--- config.mk ---
export PLATFORM = sky130hd
export DESIGN_NAME = ldtu_rx_word_aligner
export DESIGN_NICKNAME = d
export VERILOG_FILES = /design/src/rtl/ldtu_rx_word_aligner_pkg.sv /design/src/rtl/ldtu_rx_offset_search.sv /design/src/rtl/ldtu_rx_word_aligner.sv
export SDC_FILE = /design/constraint.sdc
export NUM_CORES = 1
export LEC_CHECK = 0
export ABC_AREA = 1
export BUFFER_PORTS_ARGS = -buffer_cell sky130_fd_sc_hd__buf_2
export CORE_ASPECT_RATIO = 1.1
export CORE_MARGIN = 2
export CORE_UTILIZATION = 50
export CTS_CLUSTER_DIAMETER = 120
export DETAILED_ROUTE_END_ITERATION = 8
export PLACE_DENSITY = 0.71
export SYNTH_ARGS = -nofsm -noshare
export SYNTH_HDL_FRONTEND = slang
export SYNTH_SLANG_ARGS = --single-unit
--- constraint.sdc ---
create_clock -name CLK -period 2.35 [get_ports CLK]
set_input_delay 0.235 -clock CLK [delete_from_list [all_inputs] [get_ports CLK]]
set_output_delay 0.235 -clock CLK [all_outputs]
set_load 0.02 [all_outputs]
--- src/rtl/ldtu_rx_word_aligner_pkg.sv ---
// Shared LiteDTU lane constants and receive aligner FSM state type.
package ldtu_rx_word_aligner_pkg;

  localparam int NBITS = 32;

  // Lane idle patterns, also used by the transmit mux.
  localparam logic [NBITS-1:0] IDLE_EA = 32'hEAAAAAAA;
  localparam logic [NBITS-1:0] IDLE_5A = 32'h5A5A5A5A;

  typedef enum logic [1:0] {
    ST_HUNT   = 2'd0,
    ST_CHECK  = 2'd1,
    ST_LOCKED = 2'd2
  } state_t;

endpackage

--- src/rtl/ldtu_rx_offset_search.sv ---
// Parallel idle-pattern search over all 32 bit rotations of {prev, cur}.
// Reports the lowest matching offset so periodic patterns resolve uniquely.
module ldtu_rx_offset_search
  import ldtu_rx_word_aligner_pkg::*;
(
  input  logic [NBITS-1:0] prev,
  input  logic [NBITS-1:0] cur,
  input  logic [NBITS-1:0] pattern,
  output logic             match,
  output logic [4:0]       offset
);

  logic [2*NBITS-1:0] pair;
  assign pair = {prev, cur};

  // Priority encoder: scanning from the top down lets the lowest k win.
  always_comb begin
    match  = 1'b0;
    offset = 5'd0;
    for (int k = NBITS-1; k >= 0; k--) begin
      if (pair[k +: NBITS] == pattern) begin
        match  = 1'b1;
        offset = 5'(k);
      end
    end
  end

endmodule

--- src/rtl/ldtu_rx_word_aligner.sv ---
// LiteDTU receive word aligner: hunts for the lane idle pattern across all
// bit rotations, locks the offset after LOCK_COUNT consecutive matches and
// then forwards re-aligned words with an idle flag.
module ldtu_rx_word_aligner
  import ldtu_rx_word_aligner_pkg::*;
#(
  parameter int LOCK_COUNT = 8
) (
  input  logic             CLK,
  input  logic             RST,
  input  logic             TEST_ENABLE,
  input  logic             RESYNC,
  input  logic [NBITS-1:0] RAW_WORD,
  input  logic             RAW_VALID,
  output logic [NBITS-1:0] DATA_OUT,
  output logic             DATA_VALID,
  output logic             IDLE_DET,
  output logic             LOCKED,
  output logic [4:0]       BIT_OFFSET
);

  state_t             state;
  logic [NBITS-1:0]   prev;
  logic [7:0]         cnt;
  logic [NBITS-1:0]   pattern;
  logic               hit;
  logic [4:0]         hit_k;
  logic [2*NBITS-1:0] pair_sh;
  logic [NBITS-1:0]   win;
  logic               win_ok;
  logic [7:0]         cnt_nxt;

  assign pattern = TEST_ENABLE ? IDLE_5A : IDLE_EA;

  // Window at the currently held offset, used by CHECK and the data path.
  assign pair_sh = {prev, RAW_WORD} >> BIT_OFFSET;
  assign win     = pair_sh[NBITS-1:0];
  assign win_ok  = (win == pattern);
  assign cnt_nxt = cnt + 8'd1;

  ldtu_rx_offset_search u_search (
    .prev    (prev),
    .cur     (RAW_WORD),
    .pattern (pattern),
    .match   (hit),
    .offset  (hit_k)
  );

  // Alignment FSM, match counter, history word and registered data outputs.
  always_ff @(posedge CLK) begin
    if (RST) begin
      state      <= ST_HUNT;
      prev       <= '0;
      cnt        <= '0;
      DATA_OUT   <= '0;
      DATA_VALID <= 1'b0;
      IDLE_DET   <= 1'b0;
      LOCKED     <= 1'b0;
      BIT_OFFSET <= '0;
    end else begin
      if (RAW_VALID) prev <= RAW_WORD;

      // Forwarding uses the pre-update state, so the locking word is dropped.
      if (state == ST_LOCKED && RAW_VALID) begin
        DATA_OUT   <= win;
        DATA_VALID <= 1'b1;
        IDLE_DET   <= (win == IDLE_EA) || (win == IDLE_5A);
      end else begin
        DATA_VALID <= 1'b0;
        IDLE_DET   <= 1'b0;
      end

      if (RESYNC) begin
        state  <= ST_HUNT;
        cnt    <= '0;
        LOCKED <= 1'b0;
      end else if (RAW_VALID) begin
        case (state)
          ST_HUNT: begin
            if (hit) begin
              BIT_OFFSET <= hit_k;
              cnt        <= 8'd1;
              if (LOCK_COUNT == 1) begin
                state  <= ST_LOCKED;
                LOCKED <= 1'b1;
              end else begin
                state <= ST_CHECK;
              end
            end
          end
          ST_CHECK: begin
            if (win_ok) begin
              cnt <= cnt_nxt;
              if (cnt_nxt == 8'(LOCK_COUNT)) begin
                state  <= ST_LOCKED;
                LOCKED <= 1'b1;
              end
            end else begin
              // Mismatch: back to hunting; this word is not re-searched.
              state <= ST_HUNT;
              cnt   <= '0;
            end
          end
          default: ;  // locked: offset frozen until RESYNC or RST
        endcase
      end
    end
  end

endmodule
---- Word-level counts from Yosys, hierarchy flattened ----
Index checks and enable logic that the tools add are counted.
word-level totals
  logic and storage cells ................. 135
  output and inout port bits .............. 40
  flip-flop bits (word level) ............. 82
  bits of input ports ..................... 37
operators by class
  shift operators ......................... 1
  reduce and logical (&&, ||, !) cells .... 10
  $add $sub $neg .......................... 1
  bitwise gates (word level) .............. 2
  equality and inequality tests ........... 40
  muxes and demuxes ....................... 73
operator list
  kind                                                   count
  equality test 32 bit                                   33
  2-to-1 mux 5 bit                                       32
  >> shifter 64 x 5 -> 32 bit                            1
  2-to-1 mux 1 bit                                       33
  equality test 32 x 31 -> 1 bit, second input constant  1
  equality test 32 bit, second input constant            1
  2-to-1 mux 32 bit                                      1
  2-to-1 mux 8 bit                                       2
  one-hot mux 8 bit (2 select lines)                     1
  AND reduction 4 bit                                    3
  adder 8 x 1 -> 8 bit, second input constant            1
  equality test 8 x 4 -> 1 bit, second input constant    1
  2-to-1 mux 2 bit                                       3
  one-hot mux 2 bit (2 select lines)                     1
  OR reduction 2 bit                                     2
  inequality test 3 bit, second input constant           1
  AND reduction 3 bit                                    1
  equality test 2 x 1 -> 1 bit, second input constant    1
  equality test 2 bit, second input constant             1
  logical NOT 2 bit                                      1
  inequality test 2 bit, second input constant           1
  NOT 1 bit                                              2
  nonzero test 2 bit                                     1
  logical AND 1 bit                                      1
  logical OR 1 bit                                       1

---- Depth between registers and ports, before layout ----
  word-level depth ........................ 36
  gate-level depth with buffers ........... 24
  depth with buffers taken out ............ 23

---- By module ----
Synthesis repeated with hierarchy kept, for this count alone.
second synthesis, totals
  cells, all modules ...................... 4094
  area, all modules ....................... 20480.9 um^2
by module, submodules not included
  module                 area each (um^2)  seq. area each (um^2)  instances  cells an instance
  ldtu_rx_offset_search  14279.9           0.0                    1          2996
  ldtu_rx_word_aligner   6200.9            1641.6                 1          1098

---- Worst setup path after synthesis ----
No wires, ideal clock.
  path kind ............................... reg-to-reg
  start ................................... register BIT_OFFSET[0]
  end ..................................... register LOCKED
  data required time ...................... 2.278 ns
  period minus slack after synthesis ...... 2.397 ns
  setup slack ............................. -0.047 ns
  path buffers ............................ 2
  data arrival time ....................... 2.325 ns
  setup time .............................. 0.072 ns
  stages on the path, launching flop included .. 19
  cells stage by stage .................... dfxtp_1 buf_6 o21ai_0 or2_2 o21ai_1 o21ai_1 or2_1 nand3_1 nand2_1 nor2_1 nand2_1 nor2_2 nand2_1 nand2_1 nand2_1 nor2_2 buf_6 nand3b_1 a21oi_1
between the ends
  cells in the longest elaborated chain, start to end .. 3
RTL lines
  element                               RTL line                    source
  start, declared                       ldtu_rx_word_aligner.sv:19  output logic [4:0] BIT_OFFSET
  start signal, assigned                ldtu_rx_word_aligner.sv:81  BIT_OFFSET <= hit_k;
  >> shifter 64 x 5 -> 32 bit           ldtu_rx_word_aligner.sv:36  assign pair_sh = {prev, RAW_WORD} >> BIT_OFFSET;
  equality test 32 bit                  ldtu_rx_word_aligner.sv:38  assign win_ok = (win == pattern);
  AND reduction 4 bit (no source line)  -
  end signal, assigned                  ldtu_rx_word_aligner.sv:58  LOCKED <= 1'b0;
  end signal, assigned                  ldtu_rx_word_aligner.sv:76  LOCKED <= 1'b0;
  end signal, assigned                  ldtu_rx_word_aligner.sv:85  LOCKED <= 1'b1;
  end, declared                         ldtu_rx_word_aligner.sv:18  output logic LOCKED,
Every way passes these cells.
A chain may end at the register's enable or synchronous reset.

---- Final worst setup path ----
  start ................................... register BIT_OFFSET[0]
  end ..................................... register cnt[6]
between the ends
  cells in the longest elaborated chain, start to end .. 4
RTL lines
  element                             RTL line                    source
  >> shifter 64 x 5 -> 32 bit         ldtu_rx_word_aligner.sv:36
  equality test 32 bit                ldtu_rx_word_aligner.sv:38
  2-to-1 mux 8 bit                    ldtu_rx_word_aligner.sv:92  if (win_ok) begin
  one-hot mux 8 bit (2 select lines)  ldtu_rx_word_aligner.sv:78  case (state)
  end signal, assigned                ldtu_rx_word_aligner.sv:93  cnt <= cnt_nxt;
  end, declared                       ldtu_rx_word_aligner.sv:24  logic [7:0] cnt;
Every way passes these cells.

==> results.yml <==
timing:
  skew_ns: 0.0141
  slew-limit-headroom: 0.388
  fin_crit_sh: 1.22
  fin_crit_ns: 2.87
  fmax_mhz: 348
  holdWs_ns: 0.163
  grt_setup_unrepaired: "true"
  fin_ws_ns: -0.523
  final-setup-viol-count: 16
  final_hold_viol_count: 0
  worst_slew_pin_slew_ns: 0.912
  slew_viol_final: 0
route:
  wl_per_cell_um: 18.5
  first_iter_violations: 1289
  wirelength_um: 40200
  vias_per_cell: 5.74
  vias: 12500
  first_pass_iters: 6
  drc: 0
  postRouteAntennaNets: 0
critical_path:
  arrival_ns: 3.16
  rr_worst_depth: 19
  cp.required_ns: 2.64
  cp-start-kind: "flop"
  end_kind: "flop"
  crit_type: "reg2reg"
  r2r_slack_ns: -0.52
  cp_max_fo: 11
  reg2reg_from: "BIT_OFFSET[0]"
  reg2reg_to: "cnt[6]"
die:
  start_util: 0.512
  core_area_mm2: 0.0170
  io_pins: 77
  placement_rows: 50
  die-area_mm2: 0.0185
  die-width_um: 130
  die_y_um: 142
yosys:
  synth_area_mm2: 0.00871
  synth_edf_count: 0
  synth_top_area_frac: 0.194
  synth_top_cell_by_area: "nand2_1"
  ys_async_sr_fraction: 0
  synth_cells: 1555
  syn_nets: 1593
  ys_top_cells_by_area: "nand2_1 (19%), dfxtp_1 (19%), nor2_1 (7.2%), o21ai_0 (7.0%), inv_1 (6.6%)"
  synthesis.area_per_instance_um2: 5.60
  yosysUniqueCellTypes: 50
  ys_warn_count: 0
  ys_ff_latch: 81
  ys_seq_area_frac: 0.186
  ys.flop_type: "dfxtp_1"
flow_run:
  maxCapViolations: 0
worst_hold_path:
  hold_path_class: "in2reg"
  min-delay-start: "RAW_WORD[3]"
  hold_depth: 3
  holdPathEnd: "prev[3]"
final_layout:
  area_growth_pct: 53.8
  final_common_cell: "nand2_1"
  nFillCells: 1355
  drive_gt1_frac: 0.370
  diodes: 0
  fin_nets: 1975
  multi_input_area_mm2: 0.00687
  fin_area_mm2: 0.0134
  mostFrequentLayoutCells: "nand2_1 (405), buf_4 (350), inv_1 (141)"
  regArea_mm2: 0.00167
  final_core_util: 0.787
global_routing:
  grt-ovfl-total: 0
  grt_pass1_vias: 11400
  grt_start_max_net_pins: 63
  grt_pass1_wl_um: 59600
  antenna_found_initial: 1
  grt_usage: 0.418
status:
  outcome: "finished, violations left"
  violations: "setup timing"
placed_design:
  port_buffers: 76
  gp_congestion: 1.13
  hpwl_um: 30500
  place_area_mm2: 0.0116
cts:
  cts_sinks: 81
  cts_buffer_depth: 2
  cts_htree_levels: 3
  clkTransAtPathRegs_ns: 0.07
  cts_tree: "built"
  cts_hold_buf: 0
  numCtsBuffers: 9
  root_buffer: "clkbuf_16"
  insertion_delay_ns: 0.37
pwr:
  totalPowerFinal_uw: 4610
  p_leak_uw: 0.00644
  power_density_mw_per_mm2: 344
  vdd_drop_max_mv: 0.360
-- stage by stage --
stage | worst slack, ns | std cells | setup TNS, ns
floorplan | 0.0341 | 1555 | 0
global route | -0.680 | 2176 | -8.11
global placement | -0.630 | 2120 | -8.83
finish | -0.523 | 2176 | -5.81
CTS | -0.402 | 2158 | -4.25
detailed placement | -0.670 | 2120 | -9.39
-- layer usage --
layer / vias to the layer above / global-route usage / share of wire
met5: - / 0 / 0
met4: 0 / 0.276 / 0.082
met3: 210 / 0.0530 / 0.088
met2: 743 / 0.684 / 0.45
met1: 5636 / 0.511 / 0.38
li1: 5901 / - / -
-- layout make-up --
cell class,count,area share
clock inverter,7,0.00803
multi-input combinational,1225,0.513
clock buffer,9,0.0168
tap,234,0.0219
inverter,159,0.0463
timing repair buffer,461,0.270
sequential,81,0.124
-- how the worst max path moves through the flow --
stage	from	end	slack (ns)
2_1_floorplan	BIT_OFFSET[0]	LOCKED	0.03
3_5_place_dp	BIT_OFFSET[0]	cnt[3]	-0.67
6_report	BIT_OFFSET[0]	cnt[6]	-0.52
4_1_cts	BIT_OFFSET[0]	cnt[3]	-0.40
5_1_grt	BIT_OFFSET[0]	cnt[6]	-0.68
3_3_place_gp	BIT_OFFSET[0]	state[0]	-0.63
-- cells by family (layout without fill, tap and decap cells) --
group                      after synthesis  count (layout)  synth area share
xor gates and xnor gates                31              31            0.0312
and+or+nand+nor                        845             845             0.416
adders and majority gates                1               1           0.00144
AOI/OAI and AO/OA                      328             328             0.212
muxes                                   20              20            0.0230
DFF                                     81              81             0.186
buffers and inverters                  249             636             0.130
-- repair_timing --
item,CTS,global route
resized for setup,148,161
endpoints found under the hold margin,0,0
cloned,3,2
setup buffers,19,17
pin swaps,33,72
setup endpoints to repair,18,22
-- worst max-delay path: stages, from the launching register on --
cell and delay [ns]:
dfxtp_4 0.40, buf_12 0.15, buf_4 0.16, nand2_2 0.07
o21ai_2 0.06, buf_4 0.13, o21ai_0 0.21, nand2_1 0.08
o21ai_1 0.12, nand2_1 0.14, a31oi_4 0.27, nand2_1 0.09
nor2_2 0.10, nand2_1 0.06, nor2_2 0.17, nand2_2 0.09
nor2_4 0.12, buf_12 0.14, nand3b_1 0.09, a21oi_1 0.15
-- registers in the layout, indices dropped and copies added, names as in the netlist --
| signal | flops |
|---|---|
| DATA_VALID | 1 |
| DATA_OUT | 32 |
| prev | 31 |
| LOCKED | 1 |
| cnt | 8 |
| IDLE_DET | 1 |
| state | 2 |
| BIT_OFFSET | 5 |
-- synth_stat cells, drive strengths merged (12+ instances only) --
| library cell | instances |
|---|---|
| nor4 | 12 |
| xnor2 | 16 |
| nor3 | 39 |
| buf | 50 |
| or2 | 21 |
| a21oi | 62 |
| xor2 | 15 |
| nor2 | 171 |
| dfxtp | 81 |
| nand4 | 40 |
| nand3 | 88 |
| nand2 | 451 |
| o211ai | 39 |
| clkbuf | 40 |
| nand3b | 15 |
| inv | 157 |
| mux2i | 20 |
| o21ai | 207 |
-- power by group --
group	switching, µW	internal [µW]
clock network	703	955
registers	50.5	1410
logic	855	643
No activity file was read; power rests on OpenSTA's default activity.
